### src/rtl/cam_search_pipe.sv
`default_nettype none
// ============================================================================
// Module      : cam_search_pipe
// Description : Masked-key CAM with auto/directed writes, pop-on-hit and a
//               single-entry back-pressurable result register.
// Revision    : 1.0
// ============================================================================
module cam_search_pipe #(
    parameter int CAM_DW = 32,
    parameter int CAM_KW = 8,
    parameter int CAM_AW = 4
) (
    input  logic              clk,
    input  logic              rst_n,
    input  logic              flush,
    input  logic              wr_valid,
    output logic              wr_ready,
    input  logic              wr_auto,
    input  logic [CAM_AW-1:0] wr_addr,
    input  logic [CAM_DW-1:0] wr_data,
    output logic [CAM_AW-1:0] wr_addr_o,
    input  logic              srch_valid,
    output logic              srch_ready,
    input  logic [CAM_KW-1:0] srch_key,
    input  logic [CAM_KW-1:0] srch_mask,
    input  logic              srch_pop,
    output logic              rslt_valid,
    input  logic              rslt_ready,
    output logic              rslt_hit,
    output logic              rslt_multi,
    output logic [CAM_AW-1:0] rslt_addr,
    output logic [CAM_DW-1:0] rslt_data,
    output logic [CAM_AW:0]   count,
    output logic              full,
    output logic              empty
);

    localparam int c_DEPTH = 1 << CAM_AW;

    logic [CAM_DW-1:0]  r_mem [c_DEPTH];
    logic [c_DEPTH-1:0] r_valid;
    logic [CAM_AW:0]    r_count;
    logic               r_rslt_valid;
    logic               r_rslt_hit;
    logic               r_rslt_multi;
    logic [CAM_AW-1:0]  r_rslt_addr;
    logic [CAM_DW-1:0]  r_rslt_data;

    logic [c_DEPTH-1:0] w_match;
    logic [CAM_AW-1:0]  w_hit_idx;
    logic [CAM_AW-1:0]  w_free_idx;
    logic               w_hit;
    logic               w_multi;
    logic               w_full;
    logic [CAM_AW-1:0]  w_wr_idx;
    logic               w_wr_fire;
    logic               w_srch_fire;
    logic               w_pop;
    logic               w_cnt_inc;
    logic               w_cnt_dec;
    logic [c_DEPTH-1:0] w_wr_onehot;
    logic [c_DEPTH-1:0] w_pop_onehot;

    genvar gi;
    generate
        for (gi = 0; gi < c_DEPTH; gi++) begin : g_match
            assign w_match[gi] = r_valid[gi] &
                ~|((r_mem[gi][CAM_DW-1 -: CAM_KW] ^ srch_key) & srch_mask);
        end
    endgenerate

    // Descending scan so the lowest index is the last (winning) assignment.
    always_comb begin
        w_hit_idx  = '0;
        w_free_idx = '0;
        for (int i = c_DEPTH - 1; i >= 0; i--) begin
            if (w_match[i]) begin
                w_hit_idx = CAM_AW'(i);
            end
            if (!r_valid[i]) begin
                w_free_idx = CAM_AW'(i);
            end
        end
    end

    assign w_hit   = |w_match;
    assign w_multi = |(w_match & (w_match - c_DEPTH'(1)));
    assign w_full  = (r_count == (CAM_AW + 1)'(c_DEPTH));

    assign wr_ready   = ~flush & (~wr_auto | ~w_full);
    assign srch_ready = ~flush & (~r_rslt_valid | rslt_ready);

    assign w_wr_idx    = wr_auto ? w_free_idx : wr_addr;
    assign w_wr_fire   = wr_valid & wr_ready;
    assign w_srch_fire = srch_valid & srch_ready;
    assign w_pop       = w_srch_fire & srch_pop & w_hit;

    assign w_wr_onehot  = w_wr_fire ? (c_DEPTH'(1) << w_wr_idx) : '0;
    assign w_pop_onehot = w_pop ? (c_DEPTH'(1) << w_hit_idx) : '0;

    // A pop that is overwritten in the same cycle leaves the entry valid.
    assign w_cnt_inc = w_wr_fire & ~r_valid[w_wr_idx];
    assign w_cnt_dec = w_pop & ~(w_wr_fire & (w_wr_idx == w_hit_idx));

    always_ff @(posedge clk or negedge rst_n) begin
        if (!rst_n) begin
            r_valid <= '0;
            r_count <= '0;
        end else if (flush) begin
            r_valid <= '0;
            r_count <= '0;
        end else begin
            r_valid <= (r_valid & ~w_pop_onehot) | w_wr_onehot;
            if (w_cnt_inc && !w_cnt_dec) begin
                r_count <= r_count + 1'b1;
            end else if (!w_cnt_inc && w_cnt_dec) begin
                r_count <= r_count - 1'b1;
            end
        end
    end

    always_ff @(posedge clk) begin
        if (w_wr_fire) begin
            r_mem[w_wr_idx] <= wr_data;
        end
    end

    always_ff @(posedge clk or negedge rst_n) begin
        if (!rst_n) begin
            r_rslt_valid <= 1'b0;
            r_rslt_hit   <= 1'b0;
            r_rslt_multi <= 1'b0;
            r_rslt_addr  <= '0;
            r_rslt_data  <= '0;
        end else if (flush) begin
            r_rslt_valid <= 1'b0;
            r_rslt_hit   <= 1'b0;
            r_rslt_multi <= 1'b0;
            r_rslt_addr  <= '0;
            r_rslt_data  <= '0;
        end else if (w_srch_fire) begin
            r_rslt_valid <= 1'b1;
            r_rslt_hit   <= w_hit;
            r_rslt_multi <= w_multi;
            r_rslt_addr  <= w_hit_idx;
            r_rslt_data  <= w_hit ? r_mem[w_hit_idx] : '0;
        end else if (rslt_ready) begin
            r_rslt_valid <= 1'b0;
        end
    end

    assign wr_addr_o  = w_wr_idx;
    assign rslt_valid = r_rslt_valid;
    assign rslt_hit   = r_rslt_hit;
    assign rslt_multi = r_rslt_multi;
    assign rslt_addr  = r_rslt_addr;
    assign rslt_data  = r_rslt_data;
    assign count      = r_count;
    assign full       = w_full;
    assign empty      = (r_count == '0);

endmodule
`default_nettype wire

### config.mk
export PLATFORM = sky130hd
export DESIGN_NAME = cam_search_pipe
export DESIGN_NICKNAME = d
export VERILOG_FILES = /design/src/rtl/cam_search_pipe.sv
export SDC_FILE = /design/constraint.sdc
export NUM_CORES = 1
export LEC_CHECK = 0
export BUFFER_PORTS_ARGS = -buffer_cell sky130_fd_sc_hd__buf_2
export CORE_MARGIN = 10
export CORE_UTILIZATION = 60
export CTS_CLUSTER_DIAMETER = 100
export CTS_CLUSTER_SIZE = 16
export DETAILED_ROUTE_END_ITERATION = 12
export GPL_TIMING_DRIVEN = 1
export HOLD_SLACK_MARGIN = 0.15
export PLACE_DENSITY = 0.82
export SYNTH_ARGS = -nofsm -noshare
export SYNTH_HDL_FRONTEND = slang
export SYNTH_SLANG_ARGS = --single-unit
### constraint.sdc
create_clock -name clk -period 6.2 [get_ports clk]
set_input_delay 1.24 -clock clk [delete_from_list [all_inputs] [get_ports clk]]
set_output_delay 1.24 -clock clk [all_outputs]
set_load 0.03 [all_outputs]
==> results.toml <==
[cts]
numCtsBuffers = 41
cts-root-buf = "clkbuf_16"
clock_latency_ns = 0.59
cts_resized = 0
htree_levels = 2
ctsHoldBuffers = 0
post_cts_buffers = 0
clk_pin_slew_ns = 0.07
cts_tree = "done"
clock_sinks = 572
cts_buffer_depth = 3

[critical_path]
path_class = "in2reg"
arrival_ns = 5.51
critPathCaptureType = "flip-flop"
reg2reg_slack_ns = 1.59
r2r-start = "r_valid[0]"
startpoint_type = "input pin"
required_ns = 6.63
reg2reg_depth = 15
critical_path_peak_fanout = 55
worstReg2RegEnd = "count[4]"

[logic_synthesis]
synth_seq_area_share_pct = 66.4
synth_flop_cell = "edfxtp_1"
yosysTopAreaCell = "edfxtp_1"
synth_async_sr_flop_share_pct = 10.5
synth_cell_types = 79
synthCells = 1807
synthTopCellsByArea = "edfxtp_1 (61%), dfrtp_1 (5.9%), xor2_1 (4.4%)"
yosys_warnings = 0
synth_seq_cells = 572
syn_area_per_cell_um2 = 14.1
synth_fp_nets = 1872
synth_edf_count = 512
synth_top_area_share_pct = 60.5
syn_area_um2 = 25400

[worst_hold_path]
min_to = "rslt_data[27]"
hold_path_depth = 2
hp-start = "rslt_data[27]"
min_path_type = "reg2reg"

[floorplan]
dieArea_um2 = 51000
rows = 75
dieHeight_um = 226
io_pins = 112
coreArea_um2 = 41900
start_util_pct = 60.6
dieWidth_um = 226

[drt]
wl_mm = 71.2
drt_first_pass_iters = 7
wl_per_cell_um = 29.3
drt_iter0_drc = 2450
via_per_inst = 6.96
via_count = 16893
ant_nets = 0
drc_errors = 0

[global_routing]
grt_use_total_pct = 27.7
grt_pass1_vias = 16892
grt_pass1_wl_mm = 105
grt_max_degree = 132
overflow = 0
grt_antenna_before_repair = 5

[power]
p_seq_share_pct = 58.7
clockPowerShare_pct = 35.6
cellInternalPower_mw = 5.65
p_sw_mw = 1.60
p_per_area_nw_per_um2 = 263
p_leak_nw = 9.58
sw_frac_of_total_pct = 22.1
vdd_ir_drop_max_uv = 230
combinationalPowerShare_pct = 5.7

[sta]
fin_crit_sh_pct = 81.8
max_slew_margin_pct = 15.1
fin_worst_skew_ns = 0.0266
hold_viol = 0
maxSlewViolCount = 0
rsz0062_at_grt = "false"
worstMarginPinSlew_ns = 1.27
fin_tns_setup_ns = 0
max_freq_ghz = 0.197
setup_viol = 0
min_period_ns = 5.07

[place]
portBuffers = 111
globalplace.congestion = 0.943
placed_cell_area_um2 = 26300
dp_hpwl_mm = 40.0

[finish]
syn2layout_area_growth_pct = 8.32
fin_nets = 1916
final_common_cell = "edfxtp_1"
final_cell_mix = "edfxtp_1 (512), xor2_1 (129), nand2_1 (121)"
layout-drive-gt1-share_pct = 14.3
fin_area_um2 = 27500

[flow_run]
cap_violations = 0

[outcome]
status = "complete, no violations"
==> area by class of cell <==
cell class                 instances  area, µm²
timing repair buffer             144        856
multi-input combinational       1065       7800
clock buffer                      73       1170
tap                              539        674
sequential                       572      16900
inverter                          27        101
antenna                            3       7.51
clock inverter                     3       43.8
fill                            2961      14400
==> metal layers <==
metal  track usage [%]  wire [µm]  share of wire (%)
met5                 0         16              0.022
met4              11.9       2780                3.9
met3              5.64       7350                 10
met2              44.2      33800                 47
met1              36.5      27300                 38
==> state kept, by name, summed over array words and instances, names as in the netlist <==
register,count
r_valid,16
rslt_data,32
rslt_multi,1
rslt_addr,4
rslt_valid,1
count,5
rslt_hit,1
r_mem,512
==> power groups by stage <==
stage / clock network, mW / registers, mW / logic, mW
floorplan: 0 / 4.35 / 0.236
global placement: 0 / 4.34 / 0.394
detailed placement: 0 / 4.34 / 0.404
CTS: 2.59 / 4.25 / 0.406
global route: 2.74 / 4.26 / 0.443
finish: 2.58 / 4.25 / 0.411
==> critical path: stages <==
cell	delay (ns)
buf_2	0.39
xor2_1	0.13
a22oi_1	0.40
nand4_1	0.18
or2_2	0.32
o21ai_0	0.26
o211ai_1	0.17
a41oi_4	0.28
buf_4	0.51
buf_4	0.62
nor2b_1	0.09
a2111oi_0	0.50
o32a_1	0.26
o31ai_1	0.06
==> worst max-delay path by stage <==
| stage | start | end | cells past startpoint |
|---|---|---|---|
| global placement | srch_key[0] | count[4] | 17 |
| finish | srch_key[0] | rslt_data[18] | 14 |
| CTS | srch_key[0] | count[4] | 17 |
| detailed placement | srch_key[0] | count[4] | 17 |
| floorplan | wr_auto | count[4] | 17 |
| global route | srch_key[0] | count[4] | 17 |
==> Yosys cell counts (all sizes together), types with 6 or more instances <==
cell       n
edfxtp   512
xor2     129
nand2    122
o221ai    89
nor2b     86
clkbuf    76
buf       67
dfrtp     60
a211oi    59
o21ai     53
nor2      45
a21oi     39
a22oi     38
nor3      37
o31ai     36
mux2      33
o211a     33
o31a      32
inv       27
a2111oi   25
o32a      24
mux2i     12
nand3     12
nand4     12
or2       12
o21a      11
or3       11
a32oi      9
o221a      9
and3       8
a221oi     6
a222oi     6
nand3b     6
xnor2      6
==> through the flow <==
stage	utilization, %	worst slack (ns)	total power [mW]	hold slack (ns)	cells
6_report	65.6	1.13	7.25	0.483	2426
5_1_grt	65.6	0.822	7.44	0.506	2424
4_1_cts	65.6	1.22	7.25	0.481	2423
3_5_place_dp	62.7	0.635	4.74	0.463	2347
3_3_place_gp	62.7	0.696	4.73	0.459	2347
2_1_floorplan	-	1.17	4.58	0.547	1807
==> kinds of logic (layout without fill, tap and decap cells) <==
logic type	after synthesis	after routing	synth area share, %
multiplexers	45	45	1.94
AND/OR/NAND/NOR	377	377	7.67
other	0	3	0
adder cells (fa/ha/maj)	6	6	0.315
flip-flops	572	572	66.4
AO/OA/AOI/OAI	501	501	15.6
buffers and inverters	170	247	3.21
XOR/XNOR	136	136	4.82
(Power assumes the default switching activity.)
